[src/rtl/vote_session_ctrl.sv]
// vote_session_ctrl: one-ballot-per-voter session with timeout and one-hot majority verdict
module vote_session_ctrl #(
    parameter int N_VOTERS = 4,
    parameter int TIMEOUT = 16,
    parameter int CNT_W = $clog2(N_VOTERS + 1)
) (
    input  logic                clk,
    input  logic                rst,
    input  logic                start,
    input  logic [N_VOTERS-1:0] vote_valid,
    input  logic [N_VOTERS-1:0] vote_yes,
    output logic                busy,
    output logic [N_VOTERS-1:0] voted_mask,
    output logic [CNT_W-1:0]    yes_count,
    output logic                result_valid,
    output logic [2:0]          result,
    output logic                timed_out
);
    localparam int TW = $clog2(TIMEOUT + 1);
    localparam int CW1 = CNT_W + 1;
    localparam logic [CNT_W:0] NV = CW1'(N_VOTERS);
    typedef enum logic [1:0] {IDLE, COLLECT, DONE} state_t;
    state_t state, state_nx;
    logic [TW-1:0] timer;
    logic [N_VOTERS-1:0] accept, mask_nx;
    logic [CNT_W-1:0] add, yes_nx;
    logic [CNT_W:0] twice_y;
    logic [2:0] verdict;
    logic close;
    always_comb begin
        accept = vote_valid & ~voted_mask;
        mask_nx = voted_mask | accept;
        add = '0;
        for (int i = 0; i < N_VOTERS; i++) add = add + CNT_W'(accept[i] & vote_yes[i]);
        yes_nx = yes_count + add;
        twice_y = {yes_nx, 1'b0};
        verdict = twice_y < NV ? 3'b100 : twice_y == NV ? 3'b010 : 3'b001;
        close = &mask_nx || timer == TW'(TIMEOUT - 1);
    end
    always_ff @(posedge clk) begin
        if (rst) state <= IDLE;
        else state <= state_nx;
    end
    always_comb begin
        state_nx = state == IDLE ? (start ? COLLECT : IDLE) :
                   state == COLLECT ? (close ? DONE : COLLECT) : IDLE;
    end
    always_comb begin
        busy = state != IDLE;
        result_valid = state == DONE;
    end
    always_ff @(posedge clk) begin
        if (rst || (state == IDLE && start)) begin
            voted_mask <= '0;
            yes_count <= '0;
            timer <= '0;
            result <= 3'b000;
            timed_out <= 1'b0;
        end else if (state == COLLECT) begin
            voted_mask <= mask_nx;
            yes_count <= yes_nx;
            timer <= timer + TW'(1);
            if (close) begin
                result <= verdict;
                timed_out <= ~&mask_nx;
            end
        end
    end
endmodule

[config.mk]
export PLATFORM = sky130hd
export DESIGN_NAME = vote_session_ctrl
export DESIGN_NICKNAME = d
export VERILOG_FILES = /design/src/rtl/vote_session_ctrl.sv
export SDC_FILE = /design/constraint.sdc
export NUM_CORES = 1
export LEC_CHECK = 0
export BUFFER_PORTS_ARGS = -buffer_cell sky130_fd_sc_hd__buf_2
export CAP_MARGIN = 0
export CORE_UTILIZATION = 40
export DETAILED_ROUTE_END_ITERATION = 6
export PLACE_DENSITY = 0.62
export SETUP_SLACK_MARGIN = 0.2
export SYNTH_ARGS = -nofsm -noshare
export SYNTH_HDL_FRONTEND = slang
export SYNTH_SLANG_ARGS = --single-unit
export TNS_END_PERCENT = 30
[constraint.sdc]
create_clock -name clk -period 4.1 [get_ports clk]
set_input_delay 0.615 -clock clk [delete_from_list [all_inputs] [get_ports clk]]
set_output_delay 0.615 -clock clk [all_outputs]
set_load 0.02 [all_outputs]
==> results.md <==
* Initial Util at 42.74%
* Critical path arrival at 2.80 ns
* Largest net degree at the start of global routing at 19
* Final period utilization at 62.71%
* # rows at 16
* Vias at 724
* Avg Cell Area, Syn at 9.011 µm²
* Global-route wire length before repair at 2.635 mm
* Mapped Nets at 110
* Die area at 2305 µm²
* DP Wirelength at 1.208 mm
* DRT iter0 DRCs at 5
* Critical path capture point type: flip-flop
* Grt total ovfl at 0
* Setup TNS Final at 0 ns
* Ant diodes at 0
* RSZ-0062 raised after global routing: false
* Fin. Hold Viols at 0
* Root Driver: clkbuf_4
* Pre-CTS setup slack at 1.202 ns
* Area growth syn-to-layout at 20.09%
* Clock Latency Late Sink at 0.29 ns
* Critical path's slowest cell: fa_1
* Core box area at 1982 µm²
* Layout cells sized above 1 at 27.12%
* H-tree depth at 1
* PwrDens at 352.8 nW/µm²
* Number of port buffers at 23
* Final Net Count at 135
* Fmax at 388.9 MHz
* Register bit total from synthesis at 18
* Die X-Extent at 48.02 µm
* Crit-path max cell delay at 0.52 ns
* Max Cap Viol at 0
* Post-CTS sizing at 0
* Hold buffer count at CTS at 0
* Unique masters post-synth at 28
* Worst setup SP type: flip-flop
* Clock Sinks at 18
* Minimum clock period at 2.571 ns
* Drt pass-1 iters at 4
* Placer Congestion at 0.7493
* Required time of the critical path at 4.33 ns
* Hold Crit Class: reg -> reg
* Final Max Tran Viols at 0
* Syn Inst Count at 94
* Outcome: complete, no violations
* # IOs at 24
* Synthesis Warnings at 0
* Final worst slack at 1.529 ns
* Critical-path cell list: nand3b_1 -> fa_1 -> inv_1 -> fa_1 -> inv_1 -> fa_1 -> inv_1 -> or4_1 -> a21oi_1
* Maximum vdd ir drop at 0.1744 mV
* CTS tree: yes
* Routed Antenna Nets at 0
* Setup Viol. Count Final at 0
* Worst slew pin tran at 0.5985 ns
* Critical path class: reg -> reg
* Rel. slew slack at 60.10%
* Synthesized cell area at 847.1 µm²
* Number of global-route vias before repair at 592
* Clk pin slew, worst setup/hold paths at 0.10 ns
* Setup Skew at 0.009354 ns
* Leak at 0.4438 nW
* Crit Path Max Fanout at 4
* GRT Total Usage at 17.02%
* Wire per inst at 11.21 µm
* Seq/Total Area, Yosys at 42.54%
* Total CTS buffers at 3
* Die Height at 48.02 µm
* Overall routed net length at 1.626 mm
* Max Buffers Root-to-Sink at 2
* Initial antenna violation count at 0
* # DRC at 0
* DR vias/cell at 4.993
* Post-CTS setup buffers at 0
## per-stage QoR
stage / std cells / area [µm²] / utilization (%) / hold WS [ns] / power (W)
after floorplan: 94 / 847.1 / - / 0.4415 / 0.0002369
after global placement: 141 / 980.9 / 49.49 / 0.4587 / 0.0002538
after detailed placement: 141 / 980.9 / 49.49 / 0.4645 / 0.0002552
after CTS: 145 / 1017 / 51.33 / 0.4800 / 0.0003639
after global routing: 145 / 1017 / 51.33 / 0.4876 / 0.0003821
final: 145 / 1017 / 51.33 / 0.4754 / 0.0003588
## flip-flops by register name (all words and copies together) (netlist names)
name / count
yes_count: 3
timer: 5
state: 2
voted_mask: 4
result: 3
timed_out: 1
## cells by family after synthesis
| kind of cell | share of synthesized area (%) |
|---|---|
| xor gates and xnor gates | 5.171 |
| AOI/OAI and AO/OA | 17.73 |
| and+or+nand+nor | 18.46 |
| muxes | 1.182 |
| DFF | 42.54 |
| buffers and inverters | 4.874 |
| adders and majority gates | 10.04 |
## synthesized netlist by cell type
library cell	instances	area share, %
a211oi_1	2	1.8
a21o_1	1	0.89
a21o_2	1	1.0
a21oi_1	11	6.5
a21oi_2	1	1.0
a311oi_1	2	2.1
and2b_1	1	0.89
and3_1	1	0.74
buf_2	3	1.8
dfxtp_1	18	43
fa_1	3	7.1
ha_1	2	3.0
inv_1	7	3.1
mux2i_1	1	1.2
nand2_1	7	3.1
nand2b_2	1	1.0
nand3_1	1	0.59
nand3b_1	2	1.8
nand4_1	1	0.74
nor2_1	14	6.2
nor2b_1	1	0.74
nor3_1	3	1.8
o21ai_0	2	1.2
o22a_2	1	1.2
o22a_4	1	2.1
or4_1	1	0.89
xnor2_1	3	3.1
xor2_1	2	2.1
## area by class of cell
type	count	area, µm²
Fill cell	190	964.7
Multi-Input combinational cell	66	445.4
Sequential cell	18	360.3
Timing Repair Buffer	23	115.1
Clock buffer	4	36.28
Tap cell	27	33.78
Inverter	7	26.28
## critical path: cells and delay by family (launching register included)
kind	cells	cell delay (ns)
adders and majority gates	3	1.14
and+or+nand+nor	2	0.70
DFF	1	0.34
buffers and inverters	3	0.20
AOI/OAI and AO/OA	1	0.14
## power by group
| part | leakage [nW] | switching, W | internal, W |
|---|---|---|---|
| clock | 0.0210 | 0.0000539 | 0.0000541 |
| sequential | 0.146 | 0.00000553 | 0.000181 |
| combinational | 0.277 | 0.0000386 | 0.0000258 |
| total | 0.444 | 0.0000980 | 0.000261 |
## cell usage in the layout (no fill, tap or decap)
master / netlist / final
nand2b_2: 1 / 1
o22a_2: 1 / 1
a21o_2: 1 / 1
a211oi_1: 2 / 2
and3_1: 1 / 1
o21ai_0: 2 / 2
o22a_4: 1 / 1
a21o_1: 1 / 1
xor2_1: 2 / 2
nand3b_1: 2 / 2
clkbuf_4: 0 / 3
clkbuf_8: 0 / 1
buf_2: 3 / 23
nor3_1: 3 / 3
and2b_1: 1 / 1
or4_1: 1 / 1
fa_1: 3 / 3
mux2i_1: 1 / 1
nor2_1: 14 / 14
a21oi_1: 11 / 11
inv_1: 7 / 7
a21oi_2: 1 / 1
dfxtp_1: 18 / 18
nand2_1: 7 / 7
ha_1: 2 / 2
xnor2_1: 3 / 3
nor2b_1: 1 / 1
nand3_1: 1 / 1
nand4_1: 1 / 1
a311oi_1: 2 / 2
## final timing paths
| path | startpoint | to | slack [ns] | cells after the start |
|---|---|---|---|---|
| setup reg to reg | voted_mask[0]$_SDFFE_PP0P_ | result[2]$_SDFFE_PP0P_ | 1.53 | 9 |
| hold reg to reg | state[1]$_SDFF_PP0_ | state[0]$_SDFF_PP0_ | 0.48 | 1 |
| hold / removal | state[1]$_SDFF_PP0_ | state[0]$_SDFF_PP0_ | 0.48 | 1 |
| setup / recovery | voted_mask[0]$_SDFFE_PP0P_ | result[2]$_SDFFE_PP0P_ | 1.53 | 9 |
## per-layer routing
| metal | wire length (µm) | part of all wire, % | global-route usage (%) | up-vias |
|---|---|---|---|---|
| li1 | - | - | - | 368 |
| met4 | 13 | 0.80 | 8.333 | 0 |
| met3 | 118 | 7.3 | 4.906 | 2 |
| met5 | 0 | 0 | 0 | - |
| met1 | 790 | 49 | 22.92 | 326 |
| met2 | 704 | 43 | 24.86 | 28 |
Power figures use the tool's default switching activity.
